**config.mk**
```make
export PLATFORM = sky130hd
export DESIGN_NAME = wb_trace_capture_flat
export DESIGN_NICKNAME = d
export VERILOG_FILES = /design/src/rtl/wb_trace_if.sv /design/src/rtl/wb_trace_capture.sv /design/src/flat_wrapper.sv
export SDC_FILE = /design/constraint.sdc
export NUM_CORES = 2
export LEC_CHECK = 0
export ABC_AREA = 0
export CAP_MARGIN = 20
export CORE_MARGIN = 2
export CORE_UTILIZATION = 60
export DETAILED_ROUTE_END_ITERATION = 16
export PLACE_DENSITY = 0.9
export SETUP_SLACK_MARGIN = 0.3
export SLEW_MARGIN = 20
export SYNTH_ARGS = -nofsm -noshare
export SYNTH_HDL_FRONTEND = slang
export SYNTH_SLANG_ARGS = --single-unit
```
**constraint.sdc**
```tcl
create_clock -name clk -period 19.1 [get_ports clk]
set_input_delay 5.73 -clock clk [delete_from_list [all_inputs] [get_ports clk]]
set_output_delay 5.73 -clock clk [all_outputs]
set_load 0.1 [all_outputs]
```
**src/rtl/wb_trace_if.sv**
```systemverilog
// Commit-side and trace-sink signals of the trace capture block.
// The master modport is the capture block; the slave modport is the CPU commit plus the sink.
interface wb_trace_if #(
    parameter int CW = 16
);
    logic          wb_regwrite;
    logic [31:0]   wb_regdata;
    logic          mem_memwrite;
    logic [31:0]   mem_memdata;
    logic          trace_valid;
    logic          trace_ready;
    logic [1:0]    trace_kind;
    logic [31:0]   trace_regdata;
    logic [31:0]   trace_memdata;
    logic [CW-1:0] trace_cycle;

    modport master (
        input  wb_regwrite, wb_regdata, mem_memwrite, mem_memdata, trace_ready,
        output trace_valid, trace_kind, trace_regdata, trace_memdata, trace_cycle
    );

    modport slave (
        output wb_regwrite, wb_regdata, mem_memwrite, mem_memdata, trace_ready,
        input  trace_valid, trace_kind, trace_regdata, trace_memdata, trace_cycle
    );
endinterface

```
**src/rtl/wb_trace_capture.sv**
```systemverilog
// Timestamps MEM/WB commit events over a fixed cycle window and drains them through a show-ahead FIFO.
// Optional running checksum output is enabled by defining WB_TRACE_CHECKSUM_EN.
module wb_trace_capture #(
    parameter int DEPTH      = 16,
    parameter int RUN_CYCLES = 26,
    parameter int CW         = 16
) (
    input  logic        clk,
    input  logic        rst_n,
    input  logic        start,
    wb_trace_if.master  tr,
    output logic        busy,
    output logic        done,
    output logic        overflow,
    output logic [7:0]  drop_count
`ifdef WB_TRACE_CHECKSUM_EN
    ,
    output logic [31:0] checksum
`endif
);
    localparam int AW = $clog2(DEPTH);

    typedef enum logic [1:0] {S_IDLE, S_RUN, S_DRAIN, S_DONE} state_t;

    state_t        state_reg, state_next;
    logic [CW-1:0] win_reg;
    logic [AW-1:0] wr_ptr_reg, rd_ptr_reg;
    logic [AW:0]   count_reg;
    logic          overflow_reg;
    logic [7:0]    drop_reg;

    logic [1:0]    kind_mem  [DEPTH];
    logic [31:0]   reg_mem   [DEPTH];
    logic [31:0]   mem_mem   [DEPTH];
    logic [CW-1:0] stamp_mem [DEPTH];

    logic        fifo_empty, fifo_full, start_ok, push, pop, accept, drop, last_cycle;
    logic [31:0] reg_field, mem_field;

    assign fifo_empty = (count_reg == '0);
    assign fifo_full  = (count_reg == (AW+1)'(DEPTH));
    assign start_ok   = start && (state_reg == S_IDLE || state_reg == S_DONE);
    assign push       = (state_reg == S_RUN) && (tr.wb_regwrite || tr.mem_memwrite);
    assign pop        = !fifo_empty && tr.trace_ready;
    // A full FIFO still takes the push when the head leaves in the same cycle.
    assign accept     = push && (!fifo_full || pop);
    assign drop       = push && fifo_full && !pop;
    assign last_cycle = (win_reg == CW'(RUN_CYCLES - 1));
    assign reg_field  = tr.wb_regwrite  ? tr.wb_regdata  : 32'd0;
    assign mem_field  = tr.mem_memwrite ? tr.mem_memdata : 32'd0;

    always_comb begin
        state_next = state_reg;
        busy       = 1'b0;
        done       = 1'b0;
        case (state_reg)
            S_IDLE:  if (start_ok) state_next = S_RUN;
            S_RUN: begin
                busy = 1'b1;
                if (last_cycle) state_next = S_DRAIN;
            end
            S_DRAIN: begin
                busy = 1'b1;
                if (fifo_empty) state_next = S_DONE;
            end
            S_DONE: begin
                done = 1'b1;
                if (start_ok) state_next = S_RUN;
            end
            default: state_next = S_IDLE;
        endcase
    end

    always_ff @(posedge clk or negedge rst_n) begin
        if (!rst_n) begin
            state_reg    <= S_IDLE;
            win_reg      <= '0;
            wr_ptr_reg   <= '0;
            rd_ptr_reg   <= '0;
            count_reg    <= '0;
            overflow_reg <= 1'b0;
            drop_reg     <= 8'd0;
        end else begin
            state_reg <= state_next;
            if (start_ok) begin
                win_reg      <= '0;
                overflow_reg <= 1'b0;
                drop_reg     <= 8'd0;
            end else begin
                if (state_reg == S_RUN && win_reg != {CW{1'b1}})
                    win_reg <= win_reg + CW'(1);
                if (drop) begin
                    overflow_reg <= 1'b1;
                    if (drop_reg != 8'hFF) drop_reg <= drop_reg + 8'd1;
                end
            end
            if (accept) wr_ptr_reg <= wr_ptr_reg + AW'(1);
            if (pop)    rd_ptr_reg <= rd_ptr_reg + AW'(1);
            if (accept && !pop)      count_reg <= count_reg + (AW+1)'(1);
            else if (!accept && pop) count_reg <= count_reg - (AW+1)'(1);
        end
    end

    // Entry storage carries no reset; the head is masked by trace_valid instead.
    always_ff @(posedge clk) begin
        if (accept) begin
            kind_mem[wr_ptr_reg]  <= {tr.mem_memwrite, tr.wb_regwrite};
            reg_mem[wr_ptr_reg]   <= reg_field;
            mem_mem[wr_ptr_reg]   <= mem_field;
            stamp_mem[wr_ptr_reg] <= win_reg;
        end
    end

    assign tr.trace_valid   = !fifo_empty;
    assign tr.trace_kind    = fifo_empty ? 2'b00    : kind_mem[rd_ptr_reg];
    assign tr.trace_regdata = fifo_empty ? 32'd0    : reg_mem[rd_ptr_reg];
    assign tr.trace_memdata = fifo_empty ? 32'd0    : mem_mem[rd_ptr_reg];
    assign tr.trace_cycle   = fifo_empty ? {CW{1'b0}} : stamp_mem[rd_ptr_reg];
    assign overflow         = overflow_reg;
    assign drop_count       = drop_reg;

`ifdef WB_TRACE_CHECKSUM_EN
    logic [31:0] csum_reg;

    always_ff @(posedge clk or negedge rst_n) begin
        if (!rst_n) begin
            csum_reg <= 32'd0;
        end else if (start_ok) begin
            csum_reg <= 32'd0;
        end else if (accept) begin
            csum_reg <= {csum_reg[30:0], csum_reg[31]} ^ reg_field
                      ^ {mem_field[15:0], mem_field[31:16]} ^ 32'(win_reg);
        end
    end

    assign checksum = csum_reg;
`endif
endmodule

```
**src/flat_wrapper.sv**
```systemverilog
// flat-port wrapper written by rule: the top's interface ports become plain ports
module wb_trace_capture_flat 
#(
    parameter int DEPTH      = 16,
    parameter int RUN_CYCLES = 26,
    parameter int CW         = 16
)
  (clk, rst_n, start, busy, done, overflow, drop_count, tr_wb_regwrite, tr_wb_regdata, tr_mem_memwrite, tr_mem_memdata, tr_trace_ready, tr_trace_valid, tr_trace_kind, tr_trace_regdata, tr_trace_memdata, tr_trace_cycle);
  wb_trace_if #(.CW(CW)) tr_i ();
  input  logic clk;
  input  logic rst_n;
  input  logic start;
  output logic busy;
  output logic done;
  output logic overflow;
  output logic [7:0] drop_count;
  input wire logic [$bits(tr_i.wb_regwrite)-1:0] tr_wb_regwrite;
  input wire logic [$bits(tr_i.wb_regdata)-1:0] tr_wb_regdata;
  input wire logic [$bits(tr_i.mem_memwrite)-1:0] tr_mem_memwrite;
  input wire logic [$bits(tr_i.mem_memdata)-1:0] tr_mem_memdata;
  input wire logic [$bits(tr_i.trace_ready)-1:0] tr_trace_ready;
  output wire logic [$bits(tr_i.trace_valid)-1:0] tr_trace_valid;
  output wire logic [$bits(tr_i.trace_kind)-1:0] tr_trace_kind;
  output wire logic [$bits(tr_i.trace_regdata)-1:0] tr_trace_regdata;
  output wire logic [$bits(tr_i.trace_memdata)-1:0] tr_trace_memdata;
  output wire logic [$bits(tr_i.trace_cycle)-1:0] tr_trace_cycle;
  assign tr_i.wb_regwrite = tr_wb_regwrite;
  assign tr_i.wb_regdata = tr_wb_regdata;
  assign tr_i.mem_memwrite = tr_mem_memwrite;
  assign tr_i.mem_memdata = tr_mem_memdata;
  assign tr_i.trace_ready = tr_trace_ready;
  assign tr_trace_valid = tr_i.trace_valid;
  assign tr_trace_kind = tr_i.trace_kind;
  assign tr_trace_regdata = tr_i.trace_regdata;
  assign tr_trace_memdata = tr_i.trace_memdata;
  assign tr_trace_cycle = tr_i.trace_cycle;
  wb_trace_capture #(.DEPTH(DEPTH), .RUN_CYCLES(RUN_CYCLES), .CW(CW)) u_core (.clk(clk), .rst_n(rst_n), .start(start), .tr(tr_i), .busy(busy), .done(done), .overflow(overflow), .drop_count(drop_count));
endmodule
```
### Word-level counts from Yosys, hierarchy flattened

Memory sizes are Yosys's and may differ from the RTL's.
Index checks and enable logic that the tools add are counted.
Widths: inputs -> output; s select.

| storage, ports and cells | value |
|---|---|
| output and inout port bits | 94 |
| ROM bits | 0 |
| RAM bits | 1,312 |
| flip-flop bits (word level) | 40 |
| memories kept | 4 |
| bits in latches | 0 |

Memories:

| name | words | width | read ports | clocked after Yosys merged registers in | write ports | line | text |
|---|---|---|---|---|---|---|---|
| u_core.mem_mem | 16 | 32 | 1 | 0 | 1 | wb_trace_capture.sv:34 | `logic [31:0] mem_mem [DEPTH];` |
| u_core.reg_mem | 16 | 32 | 1 | 0 | 1 | wb_trace_capture.sv:33 | `logic [31:0] reg_mem [DEPTH];` |
| u_core.stamp_mem | 16 | 16 | 1 | 0 | 1 | wb_trace_capture.sv:35 | `logic [CW-1:0] stamp_mem [DEPTH];` |
| u_core.kind_mem | 16 | 2 | 1 | 0 | 1 | wb_trace_capture.sv:32 | `logic [1:0] kind_mem [DEPTH];` |

| cells by class | value |
|---|---|
| magnitude comparators | 0 |
| equality and inequality tests | 10 |
| muxes and demuxes | 23 |
| add/sub/neg operators | 6 |
| div/mod/pow operators | 0 |
| bitwise gates (word level) | 0 |
| multiply operators | 0 |
| reduce and logical (&&, ||, !) cells | 26 |
| shift-type cells | 0 |

Operators by type and width:

| kind | number |
|---|---|
| $mux 32 | 4 |
| $mux 16 | 3 |
| $mux 8 | 3 |
| $add 16x1->16 const B | 1 |
| $eq 16x5->1 const B | 1 |
| $ne 16x16->1 const B | 1 |
| $mux 5 | 2 |
| $logic_and 1x1->1 | 9 |
| $add 4x1->4 const B | 2 |
| $add 8x1->8 const B | 1 |
| $mux 2 | 4 |
| $ne 8x8->1 const B | 1 |
| $reduce_bool 2->1 | 4 |
| $mux 1 | 6 |
| $ne 2x1->1 const B | 3 |
| $pmux 2 s3 | 1 |
| $add 5x1->5 const B | 1 |
| $eq 5x5->1 const B | 1 |
| $logic_not 5->1 | 1 |
| $sub 5x1->5 const B | 1 |
| $eq 2x2->1 const B | 2 |
| $logic_not 1->1 | 4 |
| $reduce_or 2->1 | 2 |
| $logic_or 1x1->1 | 3 |
| other kinds (4) | 4 |

### Longest topological paths before layout

| depth | value |
|---|---|
| depth in word-level cells | 9 |
| depth in mapped cells | 12 |

### Worst setup path after synthesis

Ideal clock, no wire load.

| timing | value |
|---|---|
| kind | input -> register |
| start point | input tr_mem_memwrite |
| end point | memory u_core.kind_mem[3][0] (enable) |
| setup slack | 6,388 ps |
| stages | 4 |
| library setup time | 622 ps |
| path buffers | 0 |
| arrival | 12,089 ps |
| required time | 18,478 ps |
| cell sequence | o21ai_0 a21oi_1 nand2_1 nor3_1 |

| on the way | value |
|---|---|
| word-level cells in the longest chain between the ends | 5 |

RTL lines:

| what | line | text |
|---|---|---|
| start, declared | flat_wrapper.sv:19 | `input wire logic [$bits(tr_i.mem_memwrite)-1:0] tr_mem_memwrite;` |
| $logic_or 1x1->1 | wb_trace_capture.sv:43 | `assign push = (state_reg == S_RUN) && (tr.wb_regwrite \|\| tr.mem_memwrite);` |
| $logic_and 1x1->1 | wb_trace_capture.sv:43 |  |
| $logic_and 1x1->1 | wb_trace_capture.sv:46 | `assign accept = push && (!fifo_full \|\| pop);` |
| via u_core.accept | wb_trace_capture.sv:37 | `logic fifo_empty, fifo_full, start_ok, push, pop, accept, drop, last_cycle;` |
| $mux 1 | wb_trace_capture.sv:106 | `if (accept) begin` |
| $mux 1 (implied by the code) | wb_trace_capture.sv:107 | `kind_mem[wr_ptr_reg] <= {tr.mem_memwrite, tr.wb_regwrite};` |
| end, declared | wb_trace_capture.sv:32 |  |

The timed path passes the listed nets, and every way through them passes these cells.

### Worst setup path after layout

| timing | value |
|---|---|
| start point | register u_core.rd_ptr_reg[3] |
| end point | output tr_trace_cycle[3] |

| on the way | value |
|---|---|
| word-level cells in the longest chain between the ends | 2 |

RTL lines:

| what | line | text |
|---|---|---|
| start, declared | wb_trace_capture.sv:27 | `logic [AW-1:0] wr_ptr_reg, rd_ptr_reg;` |
| start signal, assigned | wb_trace_capture.sv:98 | `if (pop) rd_ptr_reg <= rd_ptr_reg + AW'(1);` |
| $mem_v2 16x16 | n/a |  |
| $mux 16 | wb_trace_capture.sv:118 | `assign tr.trace_cycle = fifo_empty ? {CW{1'b0}} : stamp_mem[rd_ptr_reg];` |
| end, declared | flat_wrapper.sv:26 | `output wire logic [$bits(tr_i.trace_cycle)-1:0] tr_trace_cycle;` |

No other way between the ends.

==> flow_summary.json <==
{
  "overflow": 0,
  "drt_iter0_markers": 5155,
  "antenna_found_initial": 6,
  "cp_slowest_stage_delay_ps": 1110,
  "finalCriticalPeriod_ps": 11780,
  "io-pin-count": 164,
  "multi_input_area_um2": 11560,
  "yosysSeqAreaShare": 0.7713,
  "worstMarginPinSlew_ps": 1225,
  "clkSinkCount": 1352,
  "start_kind": "register",
  "cts_max_level": 4,
  "clk_pin_slew_ps": 70,
  "crit_chain": "buf_4 > buf_4 > mux4_2 > mux2_2 > a221o_1 > clkdlybuf4s50_1",
  "path_class": "reg -> out",
  "min_to": "u_core.overflow",
  "rsz0062_at_grt": "false",
  "die_area_um2": 89680,
  "fin_skew_ps": 21.20,
  "top_regs": "u_core.mem_mem: 512 flops, u_core.reg_mem: 512 flops, u_core.stamp_mem: 256 flops",
  "ys_warn_count": 0,
  "cts_buffer_depth": 3,
  "fin_cells": 3822,
  "seq_area_um2": 40410,
  "end_kind": "output pin",
  "first_global_vias": 28700,
  "async_reset_ff_frac": 0.02959,
  "cts-buffers-inserted": 130,
  "wl_um": 140300,
  "cp_common_cell": "buf_4",
  "max_freq_mhz": 84.88,
  "r2r-end": "u_core.reg_mem[9][31]",
  "wl_per_cell_um": 36.70,
  "finalSetupViolations": 0,
  "r2r_slack_ps": 14080,
  "min_period_over_period": 0.6168,
  "port_buffers": 163,
  "netlist_area_um2": 52380,
  "setup_tns_ps": 0,
  "root_buffer": "clkbuf_16",
  "hold_path_depth": 2,
  "cap_violations": 0,
  "dp.cells": 3577,
  "worstPathRequired_ps": 13370,
  "ys_ff_latch": 1352,
  "die_h_um": 299.5,
  "ys_types": 50,
  "grt_pass1_wl_um": 201100,
  "ant_nets": 0,
  "ys.flop_type": "edfxtp_1",
  "gp_congestion": 0.7830,
  "crit_arrival_ps": 6050,
  "power_density_nw_per_um2": 180.5,
  "syn_avg_cell_area_um2": 22.42,
  "fin_util": 0.6901,
  "hold_path.class": "reg -> reg",
  "synth_cells": 2336,
  "outcome": "finished clean",
  "final_cell_mix": "1312 x edfxtp_1, 328 x mux4_2, 161 x clkdlybuf4s50_1",
  "leakagePower_nw": 18.66,
  "hp-start": "u_core.overflow",
  "coreArea_um2": 86620,
  "ir_worst_vdd_mv": 0.2002,
  "reg2regPathDepth": 9,
  "layout.nets": 2644,
  "cts_hold_buf": 0,
  "initial_core_util": 0.6047,
  "crit_slowest_cell": "dfrtp_4",
  "vias": 27970,
  "grt_max_degree": 121,
  "cts_tree": "done",
  "fp.dieW_um": 299.5,
  "synth_nets": 2423,
  "hold_viol": 0,
  "ctsResizeCount": 0,
  "synth_edf_count": 1312,
  "hpwl_um": 60570,
  "vias_per_cell": 7.319,
  "synthToLayoutAreaGrowth_pct": 14.11,
  "fillers": 4523,
  "grt.total_usage": 0.3152,
  "final_common_cell": "edfxtp_1",
  "rows": 108,
  "crit_fanout": 60,
  "r2r-start": "u_core.state_reg[1]",
  "drive_gt1_frac": 0.2586,
  "worst_slack_ps": 7319,
  "post_cts_buffers": 0,
  "insertion_delay_ps": 750,
  "total_power_mw": 10.79,
  "maxSlewViolCount": 0,
  "drc": 0,
  "maxSlewHeadroom": 0.1806,
  "dr.pass1.iters": 8,
  "pre_cts_ws_ps": 8334
}
-- kinds of logic after synthesis --
family                     Yosys count  synth area share
DFF                               1352            0.7713
muxes                              415            0.1597
and+or+nand+nor                    263           0.02948
AOI/OAI and AO/OA                  143           0.02327
buffers and inverters              137           0.01061
adders and majority gates           17          0.004204
xor gates and xnor gates             9          0.001505
-- synth_stat cells (all sizes together) (3+ instances only) --
master | n | share of area
nand4 | 9 | 0.0011
nor2b | 84 | 0.010
a221o | 82 | 0.016
o211ai | 6 | 0.00096
inv | 10 | 0.00072
mux4 | 328 | 0.14
xnor2 | 8 | 0.0013
nor3 | 10 | 0.00096
and3 | 5 | 0.00060
nand3 | 9 | 0.00086
nor2 | 17 | 0.0012
mux2i | 3 | 0.00057
dfrtp | 40 | 0.019
buf | 42 | 0.0038
edfxtp | 1312 | 0.75
nor4 | 6 | 0.00072
o21ai | 16 | 0.0015
o31ai | 7 | 0.0010
clkbuf | 85 | 0.0061
nand2 | 27 | 0.0019
mux2 | 84 | 0.018
and2 | 67 | 0.0080
or3 | 7 | 0.00084
ha | 16 | 0.0038
o41ai | 3 | 0.00050
or4 | 10 | 0.0015
a21oi | 16 | 0.0015
nand2b | 4 | 0.00048
-- worst max-delay path by stage --
stage	start	to	slack (ps)	cells after the start
final	u_core.rd_ptr_reg[3]	tr_trace_cycle[3]	7320	6
after global routing	u_core.rd_ptr_reg[3]	tr_trace_cycle[3]	7300	6
after CTS	u_core.rd_ptr_reg[3]	tr_trace_cycle[3]	7530	6
after detailed placement	tr_wb_regwrite	u_core.reg_mem[9][22]	8330	8
after global placement	u_core.rd_ptr_reg[3]	tr_trace_cycle[3]	8530	6
after floorplan	tr_mem_memwrite	u_core.kind_mem[3][0]	6390	4
-- stage by stage --
stage / hold slack [ps] / instance area, um2
after global routing: 584.0 / 59770
final: 533.3 / 59770
after detailed placement: 507.4 / 55480
after floorplan: 501.1 / 52380
after global placement: 501.5 / 55480
after CTS: 534.1 / 59680
-- power breakdown --
part           switching (mW)  internal [mW]
clock                    1.14           1.45
sequential              0.211           3.69
combinational            2.93           1.38
-- worst max-delay path: cells and delay by family, from the launching register on --
family	cells	cell delay (ps)
buf+inv	3	2820
mux	2	800
compound gates	1	420
flops	1	1110
-- final cells by class --
type                       count  share of cell area
clock inverter                77             0.01246
timing repair buffer         216             0.03521
tap                         1155             0.02418
multi-input combinational    847              0.1935
inverter                      10           0.0006280
clock buffer                 162             0.05784
antenna                        3           0.0001256
sequential                  1352              0.6761
-- per-layer routing --
metal / up-vias / wire, um / global-route usage
met2: 2847 / 69620 / 0.5085
met4: 6 / 8493 / 0.1714
li1: 10330 / - / -
met5: - / 38 / 0
met3: 602 / 17060 / 0.07415
met1: 14190 / 45070 / 0.4024
Power figures use the tool's default switching activity.
